$ cat src/rtl/hilo_unit.sv
// HI/LO register unit: fixed-priority arbitrated commit path from N_SRC producers
// plus a pending-operation counter that interlocks HI/LO reads.
module hilo_unit #(
   parameter int unsigned      WIDTH      = 32,
   parameter int unsigned      N_SRC      = 4,
   parameter int unsigned      MAX_PEND   = 2,
   parameter logic [N_SRC-1:0] TRACK_MASK = 4'b0011,
   parameter bit               BYPASS     = 1'b0
) (
   input  logic                   clk,
   input  logic                   reset_n,
   input  logic [N_SRC-1:0]       src_valid,
   output logic [N_SRC-1:0]       src_ready,
   input  logic [N_SRC*WIDTH-1:0] src_hi,
   input  logic [N_SRC*WIDTH-1:0] src_lo,
   input  logic [N_SRC-1:0]       src_hi_we,
   input  logic [N_SRC-1:0]       src_lo_we,
   input  logic                   op_start,
   output logic                   start_ready,
   output logic [WIDTH-1:0]       hi_out,
   output logic [WIDTH-1:0]       lo_out,
   output logic                   hilo_busy,
   output logic                   err_underflow
);

   localparam int unsigned CW = $clog2(MAX_PEND + 1);

   logic [CW-1:0]    pend_cnt;
   logic [WIDTH-1:0] hi_q, lo_q;
   logic [WIDTH-1:0] gnt_hi, gnt_lo;
   logic             gnt_hwe, gnt_lwe, gnt_trk;
   logic             blocked;
   logic             start_acc;

   // Lowest-index requester wins; everything above it is blocked.
   always_comb begin
      src_ready = '0;
      blocked   = 1'b0;
      for (int i = 0; i < N_SRC; i++) begin
         if (src_valid[i] && !blocked) src_ready[i] = 1'b1;
         blocked = blocked | src_valid[i];
      end
   end

   // Mux out the granted source's payload (src_ready is one-hot or zero).
   always_comb begin
      gnt_hi  = '0;
      gnt_lo  = '0;
      gnt_hwe = 1'b0;
      gnt_lwe = 1'b0;
      gnt_trk = 1'b0;
      for (int i = 0; i < N_SRC; i++) begin
         if (src_ready[i]) begin
            gnt_hi  = src_hi[i*WIDTH +: WIDTH];
            gnt_lo  = src_lo[i*WIDTH +: WIDTH];
            gnt_hwe = src_hi_we[i];
            gnt_lwe = src_lo_we[i];
            gnt_trk = TRACK_MASK[i];
         end
      end
   end

   assign start_ready = (pend_cnt < CW'(MAX_PEND));
   assign start_acc   = op_start & start_ready;
   assign hilo_busy   = (pend_cnt != '0);

   always_ff @(posedge clk) begin
      if (!reset_n) begin
         hi_q          <= '0;
         lo_q          <= '0;
         pend_cnt      <= '0;
         err_underflow <= 1'b0;
      end else begin
         if (gnt_hwe) hi_q <= gnt_hi;
         if (gnt_lwe) lo_q <= gnt_lo;
         // A start and a tracked commit in the same cycle cancel, even at zero.
         if (start_acc && !gnt_trk) begin
            pend_cnt <= pend_cnt + CW'(1);
         end else if (gnt_trk && !start_acc) begin
            if (pend_cnt != '0) pend_cnt <= pend_cnt - CW'(1);
            else                err_underflow <= 1'b1;
         end
      end
   end

   always_comb begin
      hi_out = hi_q;
      lo_out = lo_q;
      if (BYPASS) begin
         if (gnt_hwe) hi_out = gnt_hi;
         if (gnt_lwe) lo_out = gnt_lo;
      end
   end

endmodule
$ cat config.mk
export PLATFORM = sky130hd
export DESIGN_NAME = hilo_unit
export DESIGN_NICKNAME = d
export VERILOG_FILES = /design/src/rtl/hilo_unit.sv
export SDC_FILE = /design/constraint.sdc
export NUM_CORES = 1
export LEC_CHECK = 0
export CAP_MARGIN = 5
export CORE_AREA = 2 2 133 135
export CTS_BUF_LIST = sky130_fd_sc_hd__clkbuf_2
export CTS_CLUSTER_DIAMETER = 80
export CTS_CLUSTER_SIZE = 24
export DETAILED_ROUTE_END_ITERATION = 10
export DIE_AREA = 0 0 135 137
export MAX_ROUTING_LAYER = met4
export PLACE_DENSITY = 0.59
export SLEW_MARGIN = 15
export SYNTH_ARGS = -nofsm -noshare
export SYNTH_HDL_FRONTEND = slang
export SYNTH_SLANG_ARGS = --single-unit
$ cat constraint.sdc
create_clock -name clk -period 2.25 [get_ports clk]
set_input_delay 0.45 -clock clk [delete_from_list [all_inputs] [get_ports clk]]
set_output_delay 0.45 -clock clk [all_outputs]
set_load 0.01 [all_outputs]
# Word-level counts from Yosys, hierarchy flattened
# Index checks and enable logic that the tools add are counted.
[totals] reg_bits=67 inputBits=271 out_inout_bits=71 word_cells=54
[classes] addsub=2 n_lt_le_gt_ge=1 muxes=27 bitwise=5 n_reduce_logical=15
[op_table] cell="two-way mux 32 bit" n=8
[op_table] cell="two-way mux 1 bit" n=16
[op_table] cell="two-way mux 2 bit" n=3
[op_table] cell="nonzero test 2 bit" n=3
[op_table] cell="logical AND 1 bit" n=5
[op_table] cell="logical NOT 1 bit" n=5
[op_table] cell="AND reduction 3 bit" n=1
[op_table] cell="adder 2 x 1 -> 2 bit (second input constant)" n=1
[op_table] cell="< comparator 2 bit (second input constant)" n=1
[op_table] cell="inverter 1 bit" n=2
[op_table] cell="OR 1 bit" n=2
[op_table] cell="AND reduction 2 bit" n=1
[op_table] cell="subtractor 2 x 1 -> 2 bit (second input constant)" n=1
[op_table] cell="AND 1 bit" n=1

# Logic depth before layout (Yosys ltp)
# Gate-level depths: netlist (run 1).
[logic_depth] depth_word=10 ltp_mapped=8 mapped_depth_nobuf=5

# Worst setup path after synthesis (run 1)
# Ideal clock, no wire load.
[synth_path] kind="input-to-reg" startpoint="in src_valid[0]" endpoint="reg hi_q[10] (netlist: hi_out[10])" setup_ns=0.116 arrival_time_ns=1.616 required_ns=2.134 path_slack_ns=0.518 cell_stages=8 n_path_buf=4 cell_sequence="buf_2 nor4b_2 and2_1 buf_2 or2_1 buf_4 buf_6 o211a_1"
[synth_via] elab_chain_len=6 elab_cells_between_ends=20 classes_between="mux (12); bitwise (2); reduce/logical (6)"
[synth_rtl] item="start, declared" line="12" rtl="input logic [N_SRC-1:0] src_valid,"
[synth_rtl] item="logical NOT 1 bit or OR 1 bit (tied branches)" line="40, 41"
[synth_rtl] item="logical AND 1 bit (tied with other cells)" line="40" rtl="if (src_valid[i] && !blocked) src_ready[i] = 1'b1;"
[synth_rtl] item="two-way mux 1 bit (tied with other cells)" line="40"
[synth_rtl] item="two-way mux 32 bit (tied with other cells) (2 in series)" line="53" rtl="if (src_ready[i]) begin"
[synth_rtl] item="two-way mux 32 bit or two-way mux 1 bit (tied branches)" line="53"
[synth_rtl] item="end signal, assigned" line="74" rtl="if (gnt_hwe) hi_q <= gnt_hi;"
[synth_rtl] item="end, declared" line="29" rtl="logic [WIDTH-1:0] hi_q, lo_q;"
# Several ways; a longest one is shown, not always the timed one.
# A chain may end at the register's enable or synchronous reset.

# Final worst setup path (run 1)
[layout_path] startpoint="in src_valid[1]" endpoint="out src_ready[2]"
[layout_via] elab_chain_len=4
[layout_rtl] item="OR 1 bit" line="41" rtl="blocked = blocked | src_valid[i];"
[layout_rtl] item="logical NOT 1 bit" line="40"
[layout_rtl] item="logical AND 1 bit" line="40"
[layout_rtl] item="two-way mux 1 bit" line="40"
[layout_rtl] item="end, declared" line="13" rtl="output logic [N_SRC-1:0] src_ready,"
# No other way between the ends.

==> results_dict.tcl, run 1 <==
set metrics [dict create \
    maxSlewHeadroom_pct 63.2 \
    fp.dieArea_um2 18500 \
    clk_pin_slew_worst_paths_ps 190 \
    grt_antenna_before_repair 1 \
    result_of_the_run "finished, final reports clean" \
    synth_largest_type_area_fraction_pct 34.6 \
    hold_fix_buffers_at_cts 0 \
    min_period_ps 2130 \
    timing.setup.critical_path_class "in2out" \
    whs_ps 403 \
    core_area_um2 17100 \
    setup_fix_bufs_post_cts 0 \
    htreeDepth 3 \
    floorplan.die.width_um 135 \
    crit_fanout 7 \
    rows 48 \
    slew_viol_final 0 \
    clock_sink_count 67 \
    yosysSeqAreaShare_pct 34.6 \
    final_common_cell "sky130_fd_sc_hd__clkdlybuf4s50_1" \
    cts_root_buf "sky130_fd_sc_hd__clkbuf_2" \
    netlist-cell-type-count 24 \
    io_pins 342 \
    worstPathRequired_ps 1800 \
    leakage_nw 3.13 \
    cts_buffer_depth 2 \
    die_h_um 137 \
    critPathCaptureType "output pin" \
    syn2layout_area_growth_pct 97.8 \
    drt_pre_antenna_iters 9 \
    mostFrequentLayoutCells "sky130_fd_sc_hd__clkdlybuf4s50_1 (335), sky130_fd_sc_hd__dfxtp_1 (67), sky130_fd_sc_hd__nand2_1 (65)" \
    route.detailed.vias_per_inst 5.18 \
    vdd_ir_drop_max_mv 0.192 \
    antenna_left 0 \
    grt_first_pass_wirelength_um 27700 \
    total_of_cells_resized_after_clock_tree_synthesis 4 \
    placement.io_buffers 341 \
    post-route-drc-count 0 \
    grt_start_max_net_pins 68 \
    tightestPinTransition_ps 553 \
    synth_seq_cells 67 \
    synth_area_leader_cell "sky130_fd_sc_hd__dfxtp_1" \
    report.final.hold_viol_count 0 \
    routed_via_count 5006 \
    final_area_um2 7660 \
    nNetsFinal 1009 \
    dr.first_iter.drc_count 450 \
    max-cap-violations 0 \
    clock-skew-final_ps 9.73 \
    overflow 0 \
    avgSynthCellArea_um2 9.28 \
    syn-instance-count 417 \
    drive_gt1_share_pct 6.34 \
    timing.fmax_mhz 469 \
    dpl-instance-area_um2 7560 \
    synth.yosys.warnings 0 \
    routed_wire_length_per_instance_um 19.4 \
    timing.final.crit_share_pct 94.7 \
    track_usage_pct 19.8 \
    critical_path_startpoint_category "primary input" \
    grt_setup_unrepaired "false" \
    cts_bufs_inserted 9 \
    pwr_density_cell_nw_per_um2 443 \
    initial_utilization_pct 22.7 \
    setup_viol 0 \
    synthesis.area_um2 3870 \
    grt_pass1_vias 5252 \
    final_core_utilization_pct 44.9 \
    clk-insertion-delay-late_ps 510 \
    clock_tree_from_tritoncts "yes" \
    cp.arrival_ps 1680 \
    synth_fp_nets 690 \
    finalWirelength_um 18800 \
    gp_congestion 0.835 \
    dp.final_hpwl_um 14400 \
    r2r_setup_slack_ps 880 \
    most_area_consuming_cells_after_synthesis "sky130_fd_sc_hd__dfxtp_1 (35%), sky130_fd_sc_hd__a222oi_1 (17%), sky130_fd_sc_hd__o211a_1 (17%)" \
    hold_path_class "in2reg" \
]
critical path, cell delays in order:
cell,delay [ps]
sky130_fd_sc_hd__clkdlybuf4s50_1,460
sky130_fd_sc_hd__buf_4,190
sky130_fd_sc_hd__nor3b_2,260
sky130_fd_sc_hd__dlygate4sd2_1,310
layer usage:
layer	part of all wire (%)	GRT usage [%]	wire, µm
met1	38	21.4	7070
met2	52	35.8	9850
met3	7.9	4.56	1490
met4	2.0	6.54	370
met5	0	-	0
sequential cells by signal, indices dropped and copies added (netlist names):
name,cells
hi_out,32
lo_out,32
pend_cnt,2
err_underflow,1
final cells by class:
class	count	area, µm²
fillers	1672	9400
repair buffers	367	3670
multi-input cells	288	2250
flip-flops and latches	67	1340
well taps	225	282
clock buffers	12	60.1
clock inverters	4	41.3
inverters	3	11.3
diodes	1	2.50
cell families after synthesis:
kind of cell	count (synthesis)	synth area share (%)
simple gates	84	9.57
compound gates	202	47.0
flops	67	34.6
buf+inv	62	8.14
fa+ha+maj	2	0.646
power by group:
part | switching, mW | internal (mW) | leakage [nW]
registers | 0.0599 | 1.30 | 0.556
clock network | 0.439 | 0.261 | 0.0687
logic | 0.478 | 0.849 | 2.51
total | 0.977 | 2.41 | 3.13
through the flow:
step           TNS [ps]  total power, mW  std cells  setup WS, ps
5_1_grt               0             3.59        967          50.4
3_3_place_gp      -5840             2.71        950          -250
4_1_cts               0             3.46        966           103
2_1_floorplan         0             1.86        417           518
3_5_place_dp      -8760             2.73        950          -263
6_report              0             3.39        967           120
worst paths after layout:
check / cells past startpoint / end / from
worst min register to register: 1 / err_underflow / err_underflow
worst max-delay path: 4 / src_ready[2] / src_valid[1]
worst min-delay path: 3 / lo_out[9] / reset_n
worst max register to register: 5 / pend_cnt[1] / pend_cnt[1]
synth_stat cells (all sizes together):
master	instances
dfxtp	67
nand2	65
a222oi	64
o211a	64
o211ai	64
buf	39
clkbuf	20
nor2b	5
a21oi	4
inv	3
nor2	3
nor3b	3
o21ai	3
or2	3
a21boi	2
and2	2
ha	2
nand3b	2
nor4b	1
o21a	1
No activity file was read; power rests on OpenSTA's default activity.
==> run 2: changes to the inputs <==
--- a/config.mk
+++ b/config.mk
@@ -14,6 +14,7 @@
 export DIE_AREA = 0 0 135 137
 export MAX_ROUTING_LAYER = met4
 export PLACE_DENSITY = 0.59
+export RECOVER_POWER = 25
 export SLEW_MARGIN = 15
 export SYNTH_ARGS = -nofsm -noshare
 export SYNTH_HDL_FRONTEND = slang
==> run 2 against run 1 <==
  * Flip-flop and latch count did not move
  * Combinational power barely moved
  * Cell area barely moved
  * Cell count did not move
  * Critical path depth did not move
  * Wire length barely moved
  * Worst hold slack got worse by 0.72 ps
  * Total power barely moved
  * Clock power barely moved
  * Largest cell class unchanged
==> results_dict.tcl, run 2 (synthesis results as in run 1) <==
set metrics [dict create \
    setup_tns_ps 0 \
    power.internal_mw 2.41 \
    timing.hold.worst.start "reset_n" \
    endpoint_with_the_worst_hold_slack "lo_out[9]" \
    initial_utilization_pct 22.7 \
    floorplan.die.width_um 135 \
    setup_viol 0 \
    cts_root_buf "sky130_fd_sc_hd__clkbuf_2" \
    critical_path_startpoint_category "primary input" \
    critical_path.startpoint "src_valid[1]" \
    drt_pre_antenna_iters 8 \
    timing.setup.critical_path_class "in2out" \
    clk_pin_slew_worst_paths_ps 190 \
    routed_via_count 4994 \
    syn2layout_area_growth_pct 97.7 \
    overflow 0 \
    min_period_ps 2130 \
    core_area_um2 17100 \
    reg_to_reg_critical_path_endpoint "pend_cnt[1]" \
    crit_fanout 7 \
    routed_wire_length_per_instance_um 19.4 \
    worstReg2RegStart "pend_cnt[1]" \
    reg2reg_depth 5 \
    grt_setup_unrepaired "false" \
    grt_first_pass_wirelength_um 27700 \
    netSwitchingFraction_pct 28.8 \
    fp.dieArea_um2 18500 \
    io_pins 342 \
    post-route-drc-count 0 \
    final_common_cell "sky130_fd_sc_hd__clkdlybuf4s50_1" \
    clock_sink_count 67 \
    final_area_um2 7650 \
    cts_bufs_inserted 9 \
    r2r_setup_slack_ps 880 \
    timing.final.crit_share_pct 94.6 \
    pwr_density_cell_nw_per_um2 443 \
    whs_ps 402 \
    gp_congestion 0.835 \
    vdd_ir_drop_max_mv 0.192 \
    leakage_nw 3.13 \
    result_of_the_run "finished, final reports clean" \
    clock_tree_from_tritoncts "yes" \
    antenna_left 0 \
    critPathCaptureType "output pin" \
    maxSlewHeadroom_pct 62.2 \
    dr.first_iter.drc_count 452 \
    clock-skew-final_ps 10.0 \
    clk-insertion-delay-late_ps 510 \
    grt_start_max_net_pins 68 \
    switchingPower_mw 0.977 \
    grt_pass1_vias 5252 \
    sequentialPowerShare_pct 40.2 \
    power.share.combinational_pct 39.1 \
    route.detailed.vias_per_inst 5.16 \
    hold_path_class "in2reg" \
    worstPathRequired_ps 1800 \
    die_h_um 137 \
    timing.fmax_mhz 470 \
    grt_antenna_before_repair 1 \
    track_usage_pct 19.8 \
    rows 48 \
    nNetsFinal 1009 \
    dpl-instance-area_um2 7560 \
    finalWirelength_um 18800 \
    hold_fix_buffers_at_cts 0 \
    clock_power_share_pct 20.6 \
    tightestPinTransition_ps 567 \
    worstHoldPathCells 3 \
    mostFrequentLayoutCells "sky130_fd_sc_hd__clkdlybuf4s50_1 (335), sky130_fd_sc_hd__dfxtp_1 (67), sky130_fd_sc_hd__nand2_1 (65)" \
    max-cap-violations 0 \
    slew_viol_final 0 \
    cp.arrival_ps 1680 \
    report.final.hold_viol_count 0 \
    htreeDepth 3 \
    dp.final_hpwl_um 14400 \
    cts_buffer_depth 2 \
    drive_gt1_share_pct 6.34 \
    placement.io_buffers 341 \
]
-- run 2: cell count changes in the layout (fill, tap and decap cells not counted) --
| cell | change |
|---|---|
| sky130_fd_sc_hd__buf_4 | -2 |
| sky130_fd_sc_hd__clkbuf_2 | +1 |
| sky130_fd_sc_hd__clkbuf_4 | +1 |
-- run 2: repair_timing --
item / in CTS / in global routing
endpoints found under the setup margin: 4 / 0
gates resized for setup: 4 / 0
setup buffers: 0 / 0
-- run 2: how the worst max path moves through the flow --
stage	slack, ps	end
floorplan	520	hi_out[10]
global placement	-250	hi_out[2]
detailed placement	-260	hi_out[2]
CTS	100	src_ready[2]
global route	50	src_ready[2]
finish	120	src_ready[2]
-- run 2: routing by layer --
metal | wire length [µm] | vias to the layer above | GRT usage, % | part of all wire (%)
li1 | - | 2368 | - | -
met1 | 7200 | 2366 | 21.4 | 38
met2 | 9820 | 232 | 35.8 | 52
met3 | 1390 | 28 | 4.56 | 7.4
met4 | 370 | 0 | 6.54 | 2.0
met5 | 0 | - | - | 0
-- run 2: per-stage QoR --
stage	utilization [%]	total power [mW]	worst slack [ps]	instances
finish	44.9	3.39	121	967
global route	44.9	3.59	52.8	967
CTS	44.9	3.46	103	966
detailed placement	44.3	2.73	-263	950
global placement	44.3	2.71	-250	950
floorplan	-	1.86	518	417
-- run 2: area by class of cell --
cell class | instances | area (µm²)
timing repair buffer | 367 | 3670
multi-input combinational | 288 | 2250
clock buffer | 12 | 60.1
inverter | 3 | 11.3
sequential | 67 | 1340
tap | 225 | 282
antenna | 1 | 2.50
clock inverter | 4 | 41.3
fill | 1672 | 9400
-- run 2: power by group through the flow --
stage / combinational, mW / clock [mW] / sequential [mW]
final: 1.33 / 0.700 / 1.36
after CTS: 1.34 / 0.753 / 1.37
after global placement: 1.32 / 0 / 1.38
after global routing: 1.42 / 0.793 / 1.38
after floorplan: 0.422 / 0 / 1.44
after detailed placement: 1.34 / 0 / 1.39
-- run 2: worst max-delay path, cell delays in order --
cell                              delay [ps]
sky130_fd_sc_hd__clkdlybuf4s50_1         460
sky130_fd_sc_hd__buf_4                   190
sky130_fd_sc_hd__nor3b_2                 260
sky130_fd_sc_hd__dlygate4sd2_1           310
